`src/rtl/pc_pkg.sv`:
```
// Shared definitions for the program-counter unit: opcode encoding and
// the width helper for the return-stack occupancy count.
package pc_pkg;

   localparam logic [2:0] OP_INC   = 3'd0;
   localparam logic [2:0] OP_GOTO  = 3'd1;
   localparam logic [2:0] OP_CALL  = 3'd2;
   localparam logic [2:0] OP_RET   = 3'd3;
   localparam logic [2:0] OP_SKIP  = 3'd4;
   localparam logic [2:0] OP_HOLD  = 3'd5;
   localparam logic [2:0] OP_LDPCL = 3'd6;
   localparam logic [2:0] OP_INC_B = 3'd7;

   // Level counts 0..DEPTH inclusive, so one bit wider than the pointer.
   function automatic int stack_level_w(input int depth);
      return $clog2(depth) + 1;
   endfunction

endpackage

```
`src/rtl/hw_stack.sv`:
```
// Circular LIFO return stack with occupancy count and sticky fault flags.
// Push/pop update on the posedge they are asserted; pop data is combinational.
module hw_stack
   import pc_pkg::*;
#(
   parameter int W     = 13,
   parameter int DEPTH = 8
) (
   input  logic                               clk,
   input  logic                               reset,
   input  logic                               i_push,
   input  logic                               i_pop,
   input  logic [W-1:0]                       i_push_dat,
   input  logic                               i_clr_flags,
   output logic [W-1:0]                       o_pop_dat,
   output logic [stack_level_w(DEPTH)-1:0]    o_level,
   output logic                               o_overflow,
   output logic                               o_underflow
);

   localparam int PW = $clog2(DEPTH);
   localparam int LW = stack_level_w(DEPTH);
   localparam logic [LW-1:0] FULL = LW'(DEPTH);

   logic [W-1:0]  r_mem [DEPTH];
   logic [PW-1:0] r_wp;
   logic [LW-1:0] r_level;
   logic          r_overflow;
   logic          r_underflow;

   logic [PW-1:0] w_rd_ptr;
   logic          w_ovf_evt;
   logic          w_unf_evt;

   assign w_rd_ptr  = r_wp - PW'(1);
   assign w_ovf_evt = i_push && (r_level == FULL);
   assign w_unf_evt = i_pop && (r_level == '0);

   // Contents survive reset; only the pointer and count are cleared.
   always_ff @(posedge clk) begin
      if (reset && i_push) begin
         r_mem[r_wp] <= i_push_dat;
      end
   end

   always_ff @(posedge clk) begin
      if (!reset) begin
         r_wp        <= '0;
         r_level     <= '0;
         r_overflow  <= 1'b0;
         r_underflow <= 1'b0;
      end else begin
         if (i_push) begin
            r_wp <= r_wp + PW'(1);
            if (!w_ovf_evt) begin
               r_level <= r_level + LW'(1);
            end
         end else if (i_pop) begin
            r_wp <= w_rd_ptr;
            if (!w_unf_evt) begin
               r_level <= r_level - LW'(1);
            end
         end
         // A fault in the same cycle as a clear must still leave the flag set.
         r_overflow  <= (r_overflow  && !i_clr_flags) || w_ovf_evt;
         r_underflow <= (r_underflow && !i_clr_flags) || w_unf_evt;
      end
   end

   assign o_pop_dat   = r_mem[w_rd_ptr];
   assign o_level     = r_level;
   assign o_overflow  = r_overflow;
   assign o_underflow = r_underflow;

endmodule

```
`src/rtl/pc_stack_unit.sv`:
```
// Program counter with GOTO/CALL/RET/SKIP/computed jump and a circular return stack.
// One update per enabled instruction cycle; pc/flush/level are registered (visible after the edge).
module pc_stack_unit
   import pc_pkg::*;
#(
   parameter int              PC_W         = 13,
   parameter int              TARGET_W     = 11,
   parameter int              STACK_DEPTH  = 8,
   parameter logic [PC_W-1:0] RESET_VECTOR = '0
) (
   input  logic                                    clk,
   input  logic                                    reset,
   input  logic                                    en,
   input  logic [2:0]                              op,
   input  logic [TARGET_W-1:0]                     target,
   input  logic [PC_W-9:0]                         pclath,
   input  logic [7:0]                              pcl_data,
   input  logic                                    clr_flags,
   output logic [PC_W-1:0]                         pc,
   output logic                                    flush,
   output logic [stack_level_w(STACK_DEPTH)-1:0]   stack_level,
   output logic                                    stack_overflow,
   output logic                                    stack_underflow
);

   logic [PC_W-1:0] r_pc;
   logic            r_flush;

   logic [PC_W-1:0] w_pc_inc;
   logic [PC_W-1:0] w_goto_addr;
   logic [PC_W-1:0] w_ldpcl_addr;
   logic [PC_W-1:0] w_pop_dat;
   logic [PC_W-1:0] w_pc_next;
   logic            w_flush_next;
   logic            w_push;
   logic            w_pop;

   assign w_pc_inc     = r_pc + PC_W'(1);
   // Upper page bits come from PCLATH above the literal's reach.
   assign w_goto_addr  = {pclath[PC_W-9:TARGET_W-8], target};
   assign w_ldpcl_addr = {pclath, pcl_data};

   always_comb begin
      w_pc_next    = w_pc_inc;
      w_flush_next = 1'b0;
      w_push       = 1'b0;
      w_pop        = 1'b0;
      case (op)
         OP_GOTO: begin
            w_pc_next    = w_goto_addr;
            w_flush_next = 1'b1;
         end
         OP_CALL: begin
            w_pc_next    = w_goto_addr;
            w_flush_next = 1'b1;
            w_push       = en;
         end
         OP_RET: begin
            w_pc_next    = w_pop_dat;
            w_flush_next = 1'b1;
            w_pop        = en;
         end
         OP_SKIP: begin
            w_flush_next = 1'b1;
         end
         OP_HOLD: begin
            w_pc_next    = r_pc;
         end
         OP_LDPCL: begin
            w_pc_next    = w_ldpcl_addr;
            w_flush_next = 1'b1;
         end
         default: begin
            w_pc_next    = w_pc_inc;
         end
      endcase
   end

   always_ff @(posedge clk) begin
      if (!reset) begin
         r_pc    <= RESET_VECTOR;
         r_flush <= 1'b0;
      end else if (en) begin
         r_pc    <= w_pc_next;
         r_flush <= w_flush_next;
      end
   end

   hw_stack #(
      .W     (PC_W),
      .DEPTH (STACK_DEPTH)
   ) u_hw_stack (
      .clk         (clk),
      .reset       (reset),
      .i_push      (w_push),
      .i_pop       (w_pop),
      .i_push_dat  (w_pc_inc),
      .i_clr_flags (clr_flags),
      .o_pop_dat   (w_pop_dat),
      .o_level     (stack_level),
      .o_overflow  (stack_overflow),
      .o_underflow (stack_underflow)
   );

   assign pc    = r_pc;
   assign flush = r_flush;

endmodule
```
`config.mk`:
```
export PLATFORM = sky130hd
export DESIGN_NAME = pc_stack_unit
export DESIGN_NICKNAME = d
export VERILOG_FILES = /design/src/rtl/pc_pkg.sv /design/src/rtl/hw_stack.sv /design/src/rtl/pc_stack_unit.sv
export SDC_FILE = /design/constraint.sdc
export NUM_CORES = 1
export LEC_CHECK = 0
export CORE_MARGIN = 3
export CORE_UTILIZATION = 40
export DETAILED_ROUTE_END_ITERATION = 10
export PLACE_DENSITY = 0.55
export SYNTH_ARGS = -nofsm -noshare
export SYNTH_HDL_FRONTEND = slang
export SYNTH_SLANG_ARGS = --single-unit
```
`constraint.sdc`:
```
create_clock -name clk -period 3.5 [get_ports clk]
set_input_delay 1.05 -clock clk [delete_from_list [all_inputs] [get_ports clk]]
set_output_delay 1.05 -clock clk [all_outputs]
set_load 0.02 [all_outputs]
```
==> results.md <==
- Cells after Synth: ~380
- Clock Path Buffers: 2
- Die height: 125 um
- Row cnt: 42
- Final wirelength: about 14 mm
- Core ar.: between 10,000 and 15,000 um^2
- Post-synth EDFFs: ~100
- Worst path arrival time: roughly 3.1 ns
- Reg area: 3580 um^2
- Worst-margin pin slew: about 0.83 ns
- Hold Fails Final Rpt: 0
- Post-CTS Hold Buffers: 0
- FF-to-FF Start: u_hw_stack.r_wp[1]
- TritonCTS clock tree: done
- PortBufs: 50
- Post-DP HPWL: between 9 and 10 mm
- Gp weighted congestion: between 0.8 and 0.9
- Min Tclk post-route: 2.81 ns
- Clock tree root driver cell: clkbuf_16
- Placement Setup Slack: ~0.31 ns
- Worst r2r path cells: 7
- Net Switching: a little under 900 uW
- Setup Viol. Count Final: 0
- 1st-pass router iterations: 4
- Post-Syn Area per Cell: approximately 15 um^2
- Iter 0 DRT Violations: approximately 220
- Yosys Warn Count: 0
- Final setup TNS: 0 ns
- Register-to-register setup slack: between 1 and 1.5 ns
- Nets@finish: around 490
- Starting Density: between 40% and 50%
- Initial antenna violation count: 0
- Clock latency on the worst-skew pair: about 0.42 ns
- Register area share after synthesis: 63.0%
- Multi-input gate area: 1980 um^2
- Number of H-tree levels: 4
- Setup crit start kind: primary input
- Layout area overhead: 25.5%
- Leak: between 0.002 and 0.0025 uW
- Die Span X: around 130 um
- Crit. Startpoint: op[0]
- Synth cell types: 48
- Ys async rst share: 0%
- Inserted Clock Buffers: 17
- GR Overflow Total: 0
- Clock Skew: slightly below 0.009 ns
- Clock slew at reported path FFs: 0.06 ns
- Hold Path Class: register to register
- Clk pwr share: between 40% and 50%
- Fillers: 1,150
- Max-slew violation count: 0
- Critical Path RT: ~3.8 ns
- CP Max Fanout: 14
- Syn Nets: a little over 400
- Unrepaired setup endpoints after global routing: no
- CP Class: primary input to register
- Comb power frac: roughly a tenth
- # Post-CTS Setup Buffers: 0
- Switching Share: ~22%
- Slew HR: between 40% and 50%
- Power per cell area: around 560 nW/um^2
- #FFs+latches synth: ~130
- Avg WL per Cell: 22.1 um
- CTS sink cnt: 127
- Final Cycle Share: approximately four fifths
- Peak supply drop: about 0.48 mV
- R2r endpoint: pc[10]
- CP Capture Point: pc[2]
- DRC violations left: 0
- Share of layout cells above drive strength 1: 20.0%
- Max Cap Violations: 0
- Predominant post-synthesis flop cell: edfxtp_1
- Inserted Diodes: 0
- Achievable Freq: 355 MHz
- Number of global-route vias before repair: between 3,000 and 4,000
- DRT antenna net count: 0
- Status: complete, no violations
- Crit. End Element: register
- Register share of total power: between 40% and 50%
- Final worst setup slack: just under 0.7 ns
- Post-CTS resize count: 0
- Die area: between 15,000 and 20,000 um^2
- Via-per-instance ratio: 5.67
- Largest net degree at the start of global routing: 29
- Synthesized area: ~5700 um^2
- Routed via count: 3,627
- Internal power: 3110 uW
- Number of placed I/O pins: 51
- First-pass GRT wire length: about 22 mm
- Total Routing Usage GR: between 10% and 20%
through the flow:
stage / total power [uW] / instances / util (%) / hold WS (ns) / cell area [um^2]
2_1_floorplan: 1970 / 379 / - / 0.536 / 5690
3_3_place_gp: 2120 / 609 / 47.9 / 0.455 / 6500
3_5_place_dp: 2120 / 609 / 47.9 / 0.462 / 6500
4_1_cts: 4030 / 640 / 52.7 / 0.470 / 7140
5_1_grt: 4130 / 640 / 52.7 / 0.497 / 7140
6_report: 3990 / 640 / 52.7 / 0.463 / 7140
worst max-delay path: stages:
cell and delay (ns):
clkdlybuf4s50_1 0.41, buf_4 0.19, nor2_1 0.64, a21oi_1 0.31, o21a_1 0.26, o221ai_1 0.19
a31oi_1 0.06
cells in the mapped netlist (all sizes together) (2+ instances only):
| cell type | count | area share (%) |
|---|---|---|
| a21boi | 3 | 0.40 |
| nand4 | 4 | 0.44 |
| o21a | 14 | 1.8 |
| xnor2 | 13 | 2.0 |
| nand3 | 11 | 0.97 |
| o22ai | 10 | 1.1 |
| o211ai | 6 | 0.79 |
| mux2i | 12 | 2.1 |
| nand2 | 28 | 1.8 |
| ha | 5 | 1.1 |
| o2111a | 4 | 0.79 |
| clkbuf | 9 | 0.59 |
| nand3b | 4 | 0.53 |
| dfxtp | 23 | 8.1 |
| a21oi | 7 | 0.62 |
| nor2b | 3 | 0.33 |
| a31oi | 6 | 0.66 |
| nor2 | 12 | 0.79 |
| mux2 | 6 | 1.2 |
| o221ai | 6 | 0.92 |
| and2 | 5 | 0.55 |
| nor3 | 6 | 0.53 |
| nand4b | 2 | 0.31 |
| o21ai | 6 | 0.53 |
| inv | 6 | 0.40 |
| buf | 13 | 1.5 |
| a221oi | 2 | 0.31 |
| mux4 | 25 | 9.9 |
| and4 | 2 | 0.31 |
| xor2 | 7 | 1.4 |
| and3 | 3 | 0.33 |
| edfxtp | 104 | 55 |
power by group through the flow:
stage          combinational [uW]  clock, uW  sequential (uW)
2_1_floorplan                 228          0             1740
3_3_place_gp                  382          0             1730
3_5_place_dp                  383          0             1730
4_1_cts                       384       1940             1700
5_1_grt                       410       2010             1710
6_report                      381       1910             1700
registers in the layout, indices dropped and copies added, names as in the netlist:
name                    flops
u_hw_stack.o_level          4
u_hw_stack.r_wp             3
pc                         13
flush                       1
u_hw_stack.r_mem          104
u_hw_stack.o_underflow      1
u_hw_stack.o_overflow       1
area by class of cell:
cell class,count,share of cell area (%)
clock inverters,13,2.96
inverters,6,0.315
flip-flops and latches,127,50.2
well taps,176,3.08
clock buffers,18,6.01
repair buffers,76,9.74
multi-input cells,224,27.7
worst min path at each step:
stage / startpoint / to / cells past startpoint
2_1_floorplan: flush / flush / 2
3_3_place_gp: u_hw_stack.o_overflow / u_hw_stack.o_overflow / 2
3_5_place_dp: u_hw_stack.o_overflow / u_hw_stack.o_overflow / 2
4_1_cts: u_hw_stack.o_overflow / u_hw_stack.o_overflow / 2
5_1_grt: u_hw_stack.o_overflow / u_hw_stack.o_overflow / 2
6_report: u_hw_stack.o_overflow / u_hw_stack.o_overflow / 2
placed cells by master (no fill, tap or decap), drive strengths merged, types with 7 or more instances in the layout:
cell and count:
a21oi 7, buf 26, clkbuf 18, clkdlybuf4s50 50, dfxtp 23, edfxtp 104, inv 8, mux2i 12
mux4 25, nand2 28, nand3 11, nor2 12, o21a 14, o22ai 10, xnor2 13, xor2 7
metal layers:
layer  up-vias  track usage, %  wire length, um  part of all wire (%)
met2       125            29.5             6840                    48
met4         0            7.02              275                   1.9
met1      1827            24.6             6050                    43
met5         -               0                0                     0
li1       1656               -                -                     -
met3        19            5.37              979                   6.9
cells by family after synthesis:
kind of cell / share of synthesized area [%]
flops: 63.0
simple gates: 7.92
compound gates: 8.93
mux: 13.2
buf+inv: 2.48
xor+xnor: 3.41
fa+ha+maj: 1.10
Power figures use the tool's default switching activity.
